### src/rtl/data_seq_pkg.sv
// Shared definitions for the SD data-path sequencer: state encoding, error codes
// and default limits.
package data_seq_pkg;

   typedef enum logic [2:0] {
      ST_IDLE      = 3'd0,
      ST_RD_REQ    = 3'd1,
      ST_RD_WAIT   = 3'd2,
      ST_PROC_REQ  = 3'd3,
      ST_PROC_WAIT = 3'd4,
      ST_WR_REQ    = 3'd5,
      ST_WR_WAIT   = 3'd6,
      ST_FINISH    = 3'd7
   } state_e;

   typedef enum logic [1:0] {
      ERR_OK      = 2'b00,
      ERR_CRC     = 2'b01,
      ERR_TIMEOUT = 2'b10
   } err_e;

   localparam int unsigned DEF_MAX_RETRY = 3;
   localparam logic [15:0] DEF_TIMEOUT   = 16'd50000;

   // Phases in which the timeout counter is armed and running.
   function automatic logic is_wait(input state_e s);
      return (s == ST_RD_WAIT) || (s == ST_PROC_WAIT) || (s == ST_WR_WAIT);
   endfunction

   // Request phases reload the timeout counter for the wait that follows.
   function automatic logic is_req(input state_e s);
      return (s == ST_RD_REQ) || (s == ST_PROC_REQ) || (s == ST_WR_REQ);
   endfunction

endpackage

### src/rtl/data_seq_timer.sv
// Loadable 16-bit down-counter that sticks at zero; ozero flags expiry.
module data_seq_timer (
   input  logic        iclk,
   input  logic        irst,
   input  logic        iload,
   input  logic        ien,
   input  logic [15:0] iload_val,
   output logic        ozero
);

   logic [15:0] cnt_q;

   // NOTE: non-blocking assignment so every flop samples pre-edge values.
   always_ff @(posedge iclk) begin
      if (irst) begin
         cnt_q <= '0;
      end else if (iload) begin
         cnt_q <= iload_val;
      end else if (ien && (cnt_q != 16'd0)) begin
         cnt_q <= cnt_q - 16'd1;
      end
   end

   assign ozero = (cnt_q == 16'd0);

endmodule

### src/rtl/data_seq.sv
// Block sequencer: read block from D-line driver, hand it to the cipher core,
// write it back, repeat for the requested count with CRC retry and timeouts.
module data_seq
   import data_seq_pkg::*;
#(
   parameter int unsigned MAX_RETRY = DEF_MAX_RETRY,
   parameter logic [15:0] TIMEOUT   = DEF_TIMEOUT
) (
   input  logic       iclk,
   input  logic       irst,
   input  logic       istart,
   input  logic [7:0] iblk_cnt,
   output logic       ostart_read,
   output logic       ostart_write,
   input  logic       idrv_done,
   input  logic       idrv_crc_fail,
   output logic       ostart_proc,
   input  logic       iproc_done,
   output logic       obusy,
   output logic       odone,
   output logic [1:0] oerr,
   output logic [7:0] oblk_idx
);

   localparam logic [2:0]  RETRY_LIM = 3'(MAX_RETRY);
   localparam logic [15:0] TO_LOAD   = TIMEOUT - 16'd1;

   state_e     state_q, state_d;
   err_e       err_q, err_d;
   logic [7:0] cnt_q, cnt_d;
   logic [7:0] idx_q, idx_d;
   logic [2:0] retry_q, retry_d;
   logic       seen_low_q, seen_low_d;
   logic       busy_q, busy_d;
   logic       done_q, done_d;
   logic       rd_q, rd_d;
   logic       wr_q, wr_d;
   logic       proc_q, proc_d;

   logic       tmr_zero;
   logic       drv_complete;

   data_seq_timer u_timer (
      .iclk      (iclk),
      .irst      (irst),
      .iload     (is_req(state_q)),
      .ien       (is_wait(state_q)),
      .iload_val (TO_LOAD),
      .ozero     (tmr_zero)
   );

   // The driver idles high, so only a rising return after a seen low counts.
   assign drv_complete = idrv_done & seen_low_q;

   always_comb begin
      // NOTE: every variable gets a default first so no path infers a latch.
      state_d    = state_q;
      err_d      = err_q;
      cnt_d      = cnt_q;
      idx_d      = idx_q;
      retry_d    = retry_q;
      seen_low_d = seen_low_q;

      unique case (state_q)
         ST_IDLE: begin
            if (istart) begin
               cnt_d   = (iblk_cnt == 8'd0) ? 8'd1 : iblk_cnt;
               idx_d   = 8'd0;
               retry_d = 3'd0;
               err_d   = ERR_OK;
               state_d = ST_RD_REQ;
            end
         end

         ST_RD_REQ: begin
            seen_low_d = 1'b0;
            state_d    = ST_RD_WAIT;
         end

         ST_RD_WAIT: begin
            seen_low_d = seen_low_q | ~idrv_done;
            if (drv_complete) begin
               if (!idrv_crc_fail) begin
                  retry_d = 3'd0;
                  state_d = ST_PROC_REQ;
               end else if (retry_q < RETRY_LIM) begin
                  retry_d = retry_q + 3'd1;
                  state_d = ST_RD_REQ;
               end else begin
                  err_d   = ERR_CRC;
                  state_d = ST_FINISH;
               end
            end else if (tmr_zero) begin
               err_d   = ERR_TIMEOUT;
               state_d = ST_FINISH;
            end
         end

         ST_PROC_REQ: begin
            state_d = ST_PROC_WAIT;
         end

         ST_PROC_WAIT: begin
            if (iproc_done) begin
               state_d = ST_WR_REQ;
            end else if (tmr_zero) begin
               err_d   = ERR_TIMEOUT;
               state_d = ST_FINISH;
            end
         end

         ST_WR_REQ: begin
            seen_low_d = 1'b0;
            state_d    = ST_WR_WAIT;
         end

         ST_WR_WAIT: begin
            seen_low_d = seen_low_q | ~idrv_done;
            if (drv_complete) begin
               if (idx_q == (cnt_q - 8'd1)) begin
                  state_d = ST_FINISH;
               end else begin
                  idx_d   = idx_q + 8'd1;
                  state_d = ST_RD_REQ;
               end
            end else if (tmr_zero) begin
               err_d   = ERR_TIMEOUT;
               state_d = ST_FINISH;
            end
         end

         ST_FINISH: begin
            state_d = ST_IDLE;
         end

         default: begin
            state_d = ST_IDLE;
         end
      endcase

      // Outputs are decoded from the next state so they leave the flops aligned
      // with the state they belong to.
      busy_d = (state_d != ST_IDLE);
      done_d = (state_d == ST_FINISH);
      rd_d   = (state_d == ST_RD_REQ);
      wr_d   = (state_d == ST_WR_REQ);
      proc_d = (state_d == ST_PROC_REQ);
   end

   always_ff @(posedge iclk) begin
      if (irst) begin
         state_q    <= ST_IDLE;
         err_q      <= ERR_OK;
         cnt_q      <= 8'd0;
         idx_q      <= 8'd0;
         retry_q    <= 3'd0;
         seen_low_q <= 1'b0;
         busy_q     <= 1'b0;
         done_q     <= 1'b0;
         rd_q       <= 1'b0;
         wr_q       <= 1'b0;
         proc_q     <= 1'b0;
      end else begin
         state_q    <= state_d;
         err_q      <= err_d;
         cnt_q      <= cnt_d;
         idx_q      <= idx_d;
         retry_q    <= retry_d;
         seen_low_q <= seen_low_d;
         busy_q     <= busy_d;
         done_q     <= done_d;
         rd_q       <= rd_d;
         wr_q       <= wr_d;
         proc_q     <= proc_d;
      end
   end

   assign ostart_read  = rd_q;
   assign ostart_write = wr_q;
   assign ostart_proc  = proc_q;
   assign obusy        = busy_q;
   assign odone        = done_q;
   assign oerr         = err_q;
   assign oblk_idx     = idx_q;

endmodule
### config.mk
export PLATFORM = sky130hd
export DESIGN_NAME = data_seq
export DESIGN_NICKNAME = d
export VERILOG_FILES = /design/src/rtl/data_seq_pkg.sv /design/src/rtl/data_seq_timer.sv /design/src/rtl/data_seq.sv
export SDC_FILE = /design/constraint.sdc
export NUM_CORES = 1
export LEC_CHECK = 0
export ABC_CLOCK_PERIOD_IN_PS = 2900
export CORE_UTILIZATION = 32
export CTS_BUF_LIST = sky130_fd_sc_hd__clkbuf_4 sky130_fd_sc_hd__clkbuf_8 sky130_fd_sc_hd__clkbuf_16
export DETAILED_ROUTE_END_ITERATION = 8
export PLACE_DENSITY = 0.55
export SYNTH_ARGS = -nofsm -noshare
export SYNTH_HDL_FRONTEND = slang
export SYNTH_SLANG_ARGS = --single-unit
export TNS_END_PERCENT = 50
### constraint.sdc
create_clock -name iclk -period 2.9 [get_ports iclk]
set_clock_uncertainty 0.05 [all_clocks]
set_input_delay 0.58 -clock iclk [delete_from_list [all_inputs] [get_ports iclk]]
set_output_delay 0.58 -clock iclk [all_outputs]
set_load 0.02 [all_outputs]
==> flow_summary.toml, run 1 <==
[clock_tree]
clk_latency_ps = 300
clock_sinks = 46
cts_post_setup_buffers_inserted = 0
clockRootBuffer = "clkbuf_8"
cts_tree = "built"
ctsResizeCount = 0
cts.htree.levels = 2
cts_buffer_depth = 2
ctsHoldBuffers = 0
clk_pin_slew_ps = 90
cts_made_buffers = 5

[synthesis]
synth-seq-cells = 46
syn_area_mm2 = 0.00255
synthTopCellsByCount = "dfxtp_1, a21oi_1, nand2_1"
ys.flop_type = "dfxtp_1"
yosysMostFrequentCell = "dfxtp_1"
synth_seq_area_share_pct = 36.1
synthArstFlopShare_pct = 0
syn_nets = 325
postSynthAreaPerCell_um2 = 8.31
synth_edf_count = 0
syn_inst = 307
synth.distinct_cells = 54
synth_area_leaders = "dfxtp_1, a21oi_1, xnor2_1"
yosys.area.top_type = "dfxtp_1"
yosysTopAreaCellShare_pct = 36.1
ys_warn_count = 0

[floorplan]
fp.dieW_um = 91.3
fp.dieArea_mm2 = 0.00833
die_h_um = 91.3
core_area_mm2 = 0.00773
fp-row-count = 32
initial_core_util_pct = 33.0
num_io_pins = 29

[critical_path]
arrival_ps = 2770
path_class = "register to register"
crit_path_max_fanout = 7
critPathRequiredTime_ps = 3050
cp-start-kind = "register"
worst_setup_path_end_kind = "register"
reg2reg_depth = 8

[placement]
placed_cell_area_mm2 = 0.00293
gp_congestion = 0.780
dpl.hpwl_um = 4150
dp_cells = 429
io_buffers = 28

[timing]
rsz0062_at_grt = "no"
drv_slew = 0
min_period_over_period_pct = 90.3
relSlewSlack_pct = 65.1
setup_viol = 0
hold_viol = 0
timing.setup.tns_ps = 0
fmax_mhz = 382
fin_crit_ps = 2620
worst_pin_slew_ps = 511

[global_routing]
antenna_found_initial = 0
grt_pass1_vias = 1936
grt_pass1_wl_um = 9670
overflow = 0
grt_max_degree = 24
track_usage_pct = 14.3

[drt]
viasPerCell = 5.03
num_vias = 2198
drc = 0
avgRoutedWirePerCell_um = 12.9
drt_iter0_markers = 124
detail-route-antenna-nets = 0
wl_um = 5640
firstDrtPassIters = 4

[worst_hold_path]
hp-class = "register to register"
hold_depth = 2

[cells_and_area]
stdcell_count = 437
layout-drive-gt1-share_pct = 9.55
stdcell_area_mm2 = 0.00304
antennaDiodeCount = 0
finalNetCount = 352
area_growth_pct = 19.2

[power]
powerDensity_mw_per_mm2 = 818
p_leak_nw = 1.05
peakVddDrop_uv = 332

[status]
status = "finished, final reports clean"

[job]
cap_violations = 0
-- power by group --
| part | switching, W | internal (W) |
|---|---|---|
| logic | 0.000571 | 0.000487 |
| clock network | 0.000221 | 0.000254 |
| registers | 0.000186 | 0.000767 |
-- cell type report --
class                           count  area (um^2)
Fill cell                         806         4690
Multi-Input combinational cell    241         1540
Sequential cell                    46          921
Timing Repair Buffer               32          310
Tap cell                          102          128
Clock buffer                        5         68.8
Clock inverter                      3         40.0
Inverter                            8         30.0
-- flip-flops by register name, indices dropped and copies added, names as in the netlist --
signal and count:
u_timer.cnt_q 16, cnt_q 8, oblk_idx 8, retry_q 3, state_q 3, oerr 2
obusy 1, odone 1, ostart_proc 1, ostart_read 1, ostart_write 1, seen_low_q 1
-- path summary, 6_finish.rpt --
| check | startpoint | to | slack (ps) |
|---|---|---|---|
| max | cnt_q[0] | ostart_read | 280 |
| min | retry_q[2] | retry_q[2] | 440 |
| max reg2reg | cnt_q[0] | ostart_read | 280 |
| min reg2reg | retry_q[2] | retry_q[2] | 440 |
-- per-stage QoR --
step	hold slack [ps]	setup WS (ps)	total power [W]	utilization, %
floorplan	388	574	0.00177	-
global placement	412	244	0.00202	37.9
detailed placement	416	199	0.00203	37.9
CTS	436	301	0.00251	39.3
global route	481	154	0.00270	39.3
finish	436	280	0.00249	39.3
-- layout by cell type, fill, tap and decap left out, types with 2 or more instances in the layout --
| cell type | netlist | final |
|---|---|---|
| mux2i_1 | 7 | 7 |
| buf_4 | 0 | 4 |
| a211oi_1 | 2 | 2 |
| and4_2 | 2 | 2 |
| nor2_1 | 26 | 26 |
| nor2b_1 | 5 | 5 |
| or3_1 | 8 | 8 |
| a21oi_1 | 37 | 37 |
| nor4_1 | 7 | 7 |
| o311a_1 | 2 | 2 |
| o21ai_0 | 10 | 10 |
| nor3_1 | 16 | 16 |
| ha_1 | 4 | 4 |
| nand2b_1 | 4 | 4 |
| nand4_1 | 6 | 6 |
| inv_1 | 8 | 8 |
| a32oi_1 | 2 | 2 |
| or2_2 | 3 | 3 |
| or2b_2 | 2 | 2 |
| a21o_1 | 3 | 3 |
| clkdlybuf4s50_1 | 0 | 28 |
| clkbuf_8 | 0 | 5 |
| nand3_1 | 9 | 9 |
| xor2_1 | 7 | 7 |
| or4_1 | 2 | 2 |
| nor4_2 | 2 | 2 |
| nand2_1 | 34 | 34 |
| o21bai_1 | 3 | 3 |
| dfxtp_1 | 46 | 46 |
| nor4_4 | 2 | 2 |
| xnor2_1 | 15 | 15 |
| clkinv_2 | 0 | 2 |
-- kinds of logic (layout without fill, tap and decap cells) --
kind of cell	count (synthesis)	after routing	share of synthesized area, %
compound gates	69	69	17.3
buf+inv	20	48	3.43
xor+xnor	23	23	8.44
mux	7	7	2.75
simple gates	138	138	30.0
flops	46	46	36.1
fa+ha+maj	4	4	1.96
-- routing by layer --
metal | wire (um) | global-route usage (%) | up-vias | share of wire, %
met1 | 3120 | 22.2 | 997 | 55
li1 | - | - | 1154 | -
met2 | 2270 | 20.1 | 42 | 40
met3 | 183 | 2.26 | 5 | 3.2
met5 | 0 | 0 | - | 0
met4 | 70 | 3.97 | 0 | 1.2
-- critical path: stages, from the launching register on --
cell and delay (ps):
dfxtp_1 460, inv_1 100, ha_1 290, o21bai_1 180, a2111oi_0 530, a311oi_2 150
a211oi_4 340, a31oi_4 170, and4_2 260
(Power assumes the default switching activity.)
==> run 2: changes to the inputs <==
Settings changed: CAP_MARGIN set to 5.
==> results of run 2 <==
The final DEF is identical to that of run 1; final timing and power are the same.
